<file path="config.mk">
export PLATFORM = sky130hd
export DESIGN_NAME = fetch_unit
export DESIGN_NICKNAME = d
export VERILOG_FILES = /design/src/rtl/cpu_pkg.sv /design/src/rtl/branch_cond.sv /design/src/rtl/fetch_unit.sv
export SDC_FILE = /design/constraint.sdc
export NUM_CORES = 1
export LEC_CHECK = 0
export BUFFER_PORTS_ARGS = -buffer_cell sky130_fd_sc_hd__buf_4
export CORE_ASPECT_RATIO = 1.25
export CORE_UTILIZATION = 40
export CTS_BUF_LIST = sky130_fd_sc_hd__clkbuf_8 sky130_fd_sc_hd__clkbuf_16
export DETAILED_ROUTE_END_ITERATION = 8
export PLACE_DENSITY = 0.64
export SYNTH_ARGS = -nofsm -noshare
export SYNTH_HDL_FRONTEND = slang
export SYNTH_HIERARCHICAL = 1
export SYNTH_SLANG_ARGS = --single-unit
</file>
<file path="constraint.sdc">
create_clock -name clk_i -period 2.65 [get_ports clk_i]
set_input_delay 0.795 -clock clk_i [delete_from_list [all_inputs] [get_ports clk_i]]
set_output_delay 0.795 -clock clk_i [all_outputs]
set_load 0.02 [all_outputs]
</file>
<file path="src/rtl/cpu_pkg.sv">
// Shared encodings for the pipelined MIPS core: BranchType codes, the bubble
// instruction word and the fetch FSM state constants.
package cpu_pkg;

   localparam logic [1:0] BT_BEQ = 2'b00;
   localparam logic [1:0] BT_BLE = 2'b01;
   localparam logic [1:0] BT_BLT = 2'b10;
   localparam logic [1:0] BT_BNE = 2'b11;

   localparam logic [31:0] NOP_INSTR = 32'h0000_0000;

   // DRAIN: a redirect arrived while a fetch was still outstanding
   localparam logic [0:0] FETCH = 1'b0;
   localparam logic [0:0] DRAIN = 1'b1;

endpackage

</file>
<file path="src/rtl/branch_cond.sv">
// Evaluates the branch condition from BranchType and the ALU flags of (rs - rt).
module branch_cond
   import cpu_pkg::*;
(
   input  logic [1:0] branch_type,
   input  logic       zero,
   input  logic       neg,
   output logic       cond
);

   // NOTE: default assignment first so every path drives cond and no latch is inferred.
   always_comb begin
      cond = 1'b0;
      case (branch_type)
         BT_BEQ:  cond = zero;
         BT_BLE:  cond = neg | zero;
         BT_BLT:  cond = neg;
         BT_BNE:  cond = ~zero;
         default: cond = 1'b0;
      endcase
   end

endmodule

</file>
<file path="src/rtl/fetch_unit.sv">
// Instruction-fetch stage: PC register, imem request handshake, branch/jump
// redirect and the IF/ID pipeline register with stall and flush.
module fetch_unit
   import cpu_pkg::*;
#(
   parameter logic [31:0] RESET_PC  = 32'h0000_0000,
   parameter logic [31:0] NOP_INSTR = cpu_pkg::NOP_INSTR
) (
   input  logic        clk_i,
   input  logic        rst_i,
   input  logic        stall_i,
   output logic        imem_req_o,
   output logic [31:0] imem_addr_o,
   input  logic        imem_ready_i,
   input  logic [31:0] imem_data_i,
   input  logic        jump_i,
   input  logic [31:0] jump_target_i,
   input  logic        branch_i,
   input  logic [1:0]  branch_type_i,
   input  logic        alu_zero_i,
   input  logic        alu_neg_i,
   input  logic [31:0] branch_target_i,
   output logic        branch_taken_o,
   output logic [31:0] ifid_instr_o,
   output logic [31:0] ifid_pc4_o,
   output logic        ifid_valid_o
);

   logic [31:0] pc;
   logic [31:0] redir_pc;
   logic [0:0]  state;
   logic [31:0] pc4;
   logic        cond;
   logic        jump_eff;
   logic        redirect;
   logic [31:0] redirect_target;
   logic        accept;

   branch_cond u_branch_cond (
      .branch_type (branch_type_i),
      .zero        (alu_zero_i),
      .neg         (alu_neg_i),
      .cond        (cond)
   );

   // A stalled ID re-presents its jump, so only an unstalled jump redirects.
   assign branch_taken_o  = branch_i & cond;
   assign jump_eff        = jump_i & ~stall_i;
   assign redirect        = branch_taken_o | jump_eff;
   assign redirect_target = branch_taken_o ? branch_target_i : jump_target_i;

   assign pc4         = pc + 32'd4;
   assign imem_req_o  = ~rst_i;
   assign imem_addr_o = pc;
   assign accept      = imem_req_o & imem_ready_i & ~stall_i & ~redirect & (state == FETCH);

   // NOTE: sequential state uses non-blocking assignments so all registers update together at the edge.
   always_ff @(posedge clk_i) begin
      if (rst_i) begin
         pc           <= RESET_PC;
         redir_pc     <= RESET_PC;
         state        <= FETCH;
         ifid_valid_o <= 1'b0;
         ifid_instr_o <= NOP_INSTR;
         ifid_pc4_o   <= 32'h0000_0000;
      end else begin
         case (state)
            FETCH: begin
               if (redirect) begin
                  ifid_valid_o <= 1'b0;
                  ifid_instr_o <= NOP_INSTR;
                  if (imem_ready_i) begin
                     pc <= redirect_target;
                  end else begin
                     // Address must stay at the old pc until its response arrives.
                     redir_pc <= redirect_target;
                     state    <= DRAIN;
                  end
               end else if (accept) begin
                  ifid_valid_o <= 1'b1;
                  ifid_instr_o <= imem_data_i;
                  ifid_pc4_o   <= pc4;
                  pc           <= pc4;
               end
            end
            DRAIN: begin
               if (imem_ready_i) begin
                  pc    <= redirect ? redirect_target : redir_pc;
                  state <= FETCH;
               end else if (redirect) begin
                  redir_pc <= redirect_target;
               end
            end
            default: state <= FETCH;
         endcase
      end
   end

endmodule

</file>
==> metrics.md <==
| Metric | Value |
|---|---|
| Total clock sinks | `130` |
| Post-synth top flop | `dfxtp_1` |
| Finished Layout Cells | `1,262` |
| Crit. End Element | `output port` |
| CP dominant cell by count | `buf_4` |
| Antenna violations before repair | `0` |
| Critical path's top delay family | `simple AND/OR/NAND/NOR gates` |
| Share of layout cells above drive strength 1 | `28.8%` |
| Hold Path Cell Cnt | `2` |
| Post-synthesis sequential area ratio | `40.0%` |
| Reg-to-reg endpoint | `imem_addr_o[25]` |
| CTS tree | `done` |
| Largest net degree at the start of global routing | `48` |
| Number of global-route vias before repair | `5,913` |
| Post-CTS Setup Inserts | `0` |
| RD Place Congestion | `0.814` |
| Syn Nets | `948` |
| Status | `finished, final reports clean` |
| CP Cell Sequence | `buf_4, or2b_1, a31oi_4, nand2_2, inv_2, buf_4` |
| PortBufs | `204` |
| # nets final | `1,144` |
| Place WS | `-121 ps` |
| Per-cell routed wire length | `16.4 um` |
| Residual DRC | `0` |
| First-pass GRT wire length | `32.0 mm` |
| Core ar. | `15,800 um2` |
| Top post-synthesis cells by area | `dfxtp_1 (40%), nor2_1 (7.9%), nand2_1 (7.2%)` |
| DRT Wirelength | `20.6 mm` |
| Slew @ Worst Pin | `684 ps` |
| Data arrival, critical path | `1740 ps` |
| Worst path bufs/invs | `3` |
| Hold endpoint | `ifid_pc4_o[1]` |
| Pwr dens | `602 nW/um2` |
| Chip height | `145 um` |
| Skew-Pair Late Insertion Delay | `430 ps` |
| DP Wirelength | `14.8 mm` |
| Cells after Synth | `841` |
| Hold-fix buffers at CTS | `0` |
| Root Buffer | `clkbuf_16` |
| Ant diodes | `0` |
| Fin worst setup slack | `115 ps` |
| Leakage | `3.71 nW` |
| CTS max path bufs | `2` |
| Synthesized cell area | `6510 um2` |
| Depth of the most critical reg-to-reg path | `5` |
| Peak VDD IR | `0.376 mV` |
| Hold Crit Start | `ifid_pc4_o[1]` |
| CP Data Required Time | `1860 ps` |
| GR Overflow Total | `0` |
| Rows | `51` |
| Critical path launch point type | `input pin` |
| Synth Register Bits | `130` |
| Yosys warns | `6` |
| Critical path's slowest cell | `or2b_1` |
| Total Routing Usage GR | `24.9%` |
| Slowest Stage Delay on Critical Path | `240 ps` |
| Critical path depth | `6` |
| Final worst-path cycle share | `95.7%` |
| Post-synth EDFFs | `0` |
| Final setup vio count | `0` |
| RSZ-0062 raised after global routing | `false` |
| Synth top cells by count | `nor2_1 (137), dfxtp_1 (130), nand2_1 (124), clkbuf_1 (52), nand3_1 (40)` |
| Via count | `6,887` |
| Via-to-Cell Ratio | `5.46` |
| Initial core utilization | `41.3%` |
| Area grow syn2layout | `39.8%` |
| Largest fanout on the critical path | `5` |
| Max_cap viols | `0` |
| Final Hold Vio Count | `0` |
| Placed cells | `1,230` |
| Final Power | `5.48 mW` |
| Distinct cells, synth | `55` |
| Fin. max-slew vios | `0` |
| Post-synth top area share | `40.0%` |
| Reg clk slew, reported paths | `60 ps` |
| R2R setup slack | `440 ps` |
| Io pins | `205` |
| WS Path Type | `in -> out` |
| Hold Path Class | `reg -> reg` |
| Final Critical Period | `2540 ps` |
| Synth area leader | `dfxtp_1` |
| Setup TNS | `0 ps` |
| Num CTS Buffers | `17` |
| Worst slew margin | `54.0%` |
| Fmax | `394 MHz` |
| Dominant cell by count in the synthesized netlist | `nor2_1` |
| Drt pass-1 iters | `5` |
| Fillers | `1,504` |
| Die area | `16,800 um2` |
| Die width | `116 um` |
| Antenna-violating nets left | `0` |
| R2R Path Start | `imem_addr_o[2]` |
| Async S/R FF share, synth | `0%` |
| H-tree Lvls | `4` |
| Worst Clk Skew | `8.05 ps` |
| Syn_area_per_cell | `7.74 um2` |
| DRT iter0 DRCs | `542` |
-- what timing repair did --
action	in CTS	in global routing
resized for setup	1	1
endpoints found under the setup margin	1	1
pin swaps	0	0
gates cloned	0	0
-- kinds of logic (layout without fill, tap and decap cells) --
kind of cell / count (synthesis) / count (layout) / synth area share [%]
mux: 9 / 9 / 1.38
xor+xnor: 27 / 27 / 3.63
buf+inv: 84 / 293 / 5.13
flops: 130 / 130 / 40.0
compound gates: 230 / 230 / 24.3
fa+ha+maj: 1 / 1 / 0.192
simple gates: 360 / 360 / 25.4
-- metrics by stage --
step	utilization [%]	cell area (um2)	hold WS, ps
floorplan	-	6510	446
global placement	53.9	8500	449
detailed placement	53.9	8500	455
CTS	57.7	9090	462
global route	57.7	9100	478
finish	57.7	9100	459
-- layout by cell type (no fill, tap or decap), drive strengths merged, types with 2 or more instances in the layout --
cell and count:
buf 249, nor2 137, dfxtp 130, nand2 124, nand3 41, a21oi 40
o21ai 38, a311oi 36, a22oi 32, a31oi 27, a211oi 23, xnor2 17
clkbuf 17, inv 15, nor3 13, o211ai 10, xor2 10, mux2i 9
and3 9, nor4 9, nand4 6, clkinv 6, a41oi 5, o32ai 5
and4 4, nor3b 4, clkinvlp 4, nand2b 3, a21o 3, nor2b 3
or3 3, a211o 2, a21boi 2, o31ai 2, bufinv 2
-- worst max path at each step --
stage                           to  slack [ps]             start
floorplan           branch_taken_o          10  branch_type_i[0]
global route        branch_taken_o          70        alu_zero_i
finish              branch_taken_o         110        alu_zero_i
CTS                 branch_taken_o          50        alu_zero_i
global placement    branch_taken_o         -60        alu_zero_i
detailed placement     redir_pc[2]        -120        alu_zero_i
-- final cells by class --
type / instances / area [um2] / share of cell area (%)
Timing Repair Buffer: 249 / 1990 / 21.9
Multi-Input combinational cell: 627 / 3610 / 39.7
Sequential cell: 130 / 2600 / 28.6
Inverter: 12 / 45.0 / 0.495
Clock buffer: 17 / 425 / 4.68
Tap cell: 212 / 265 / 2.92
Clock inverter: 15 / 158 / 1.73
-- flip-flops by register name, summed over array words and instances (netlist names) --
signal and cells:
state 1, ifid_pc4_o 32, ifid_instr_o 32, imem_addr_o 32
ifid_valid_o 1, redir_pc 32
-- metal layers --
layer,share of wire [%],vias to the layer above,global-route usage [%],wire (um)
li1,-,3426,-,-
met1,45,3185,35.1,9230
met2,47,255,38.0,9710
met3,7.0,21,4.44,1450
met4,1.2,0,7.83,247
met5,0,-,0,0
-- tightest hold or removal path, cell delays in order, from the launching register on --
cell and delay, ps:
dfxtp_1 310, nand2_1 50, a21oi_1 50
-- power breakdown --
part           internal (mW)  switching (mW)
Combinational          0.437           0.559
Sequential              2.06           0.105
Clock                   1.39           0.924
No activity file was read; power rests on OpenSTA's default activity.
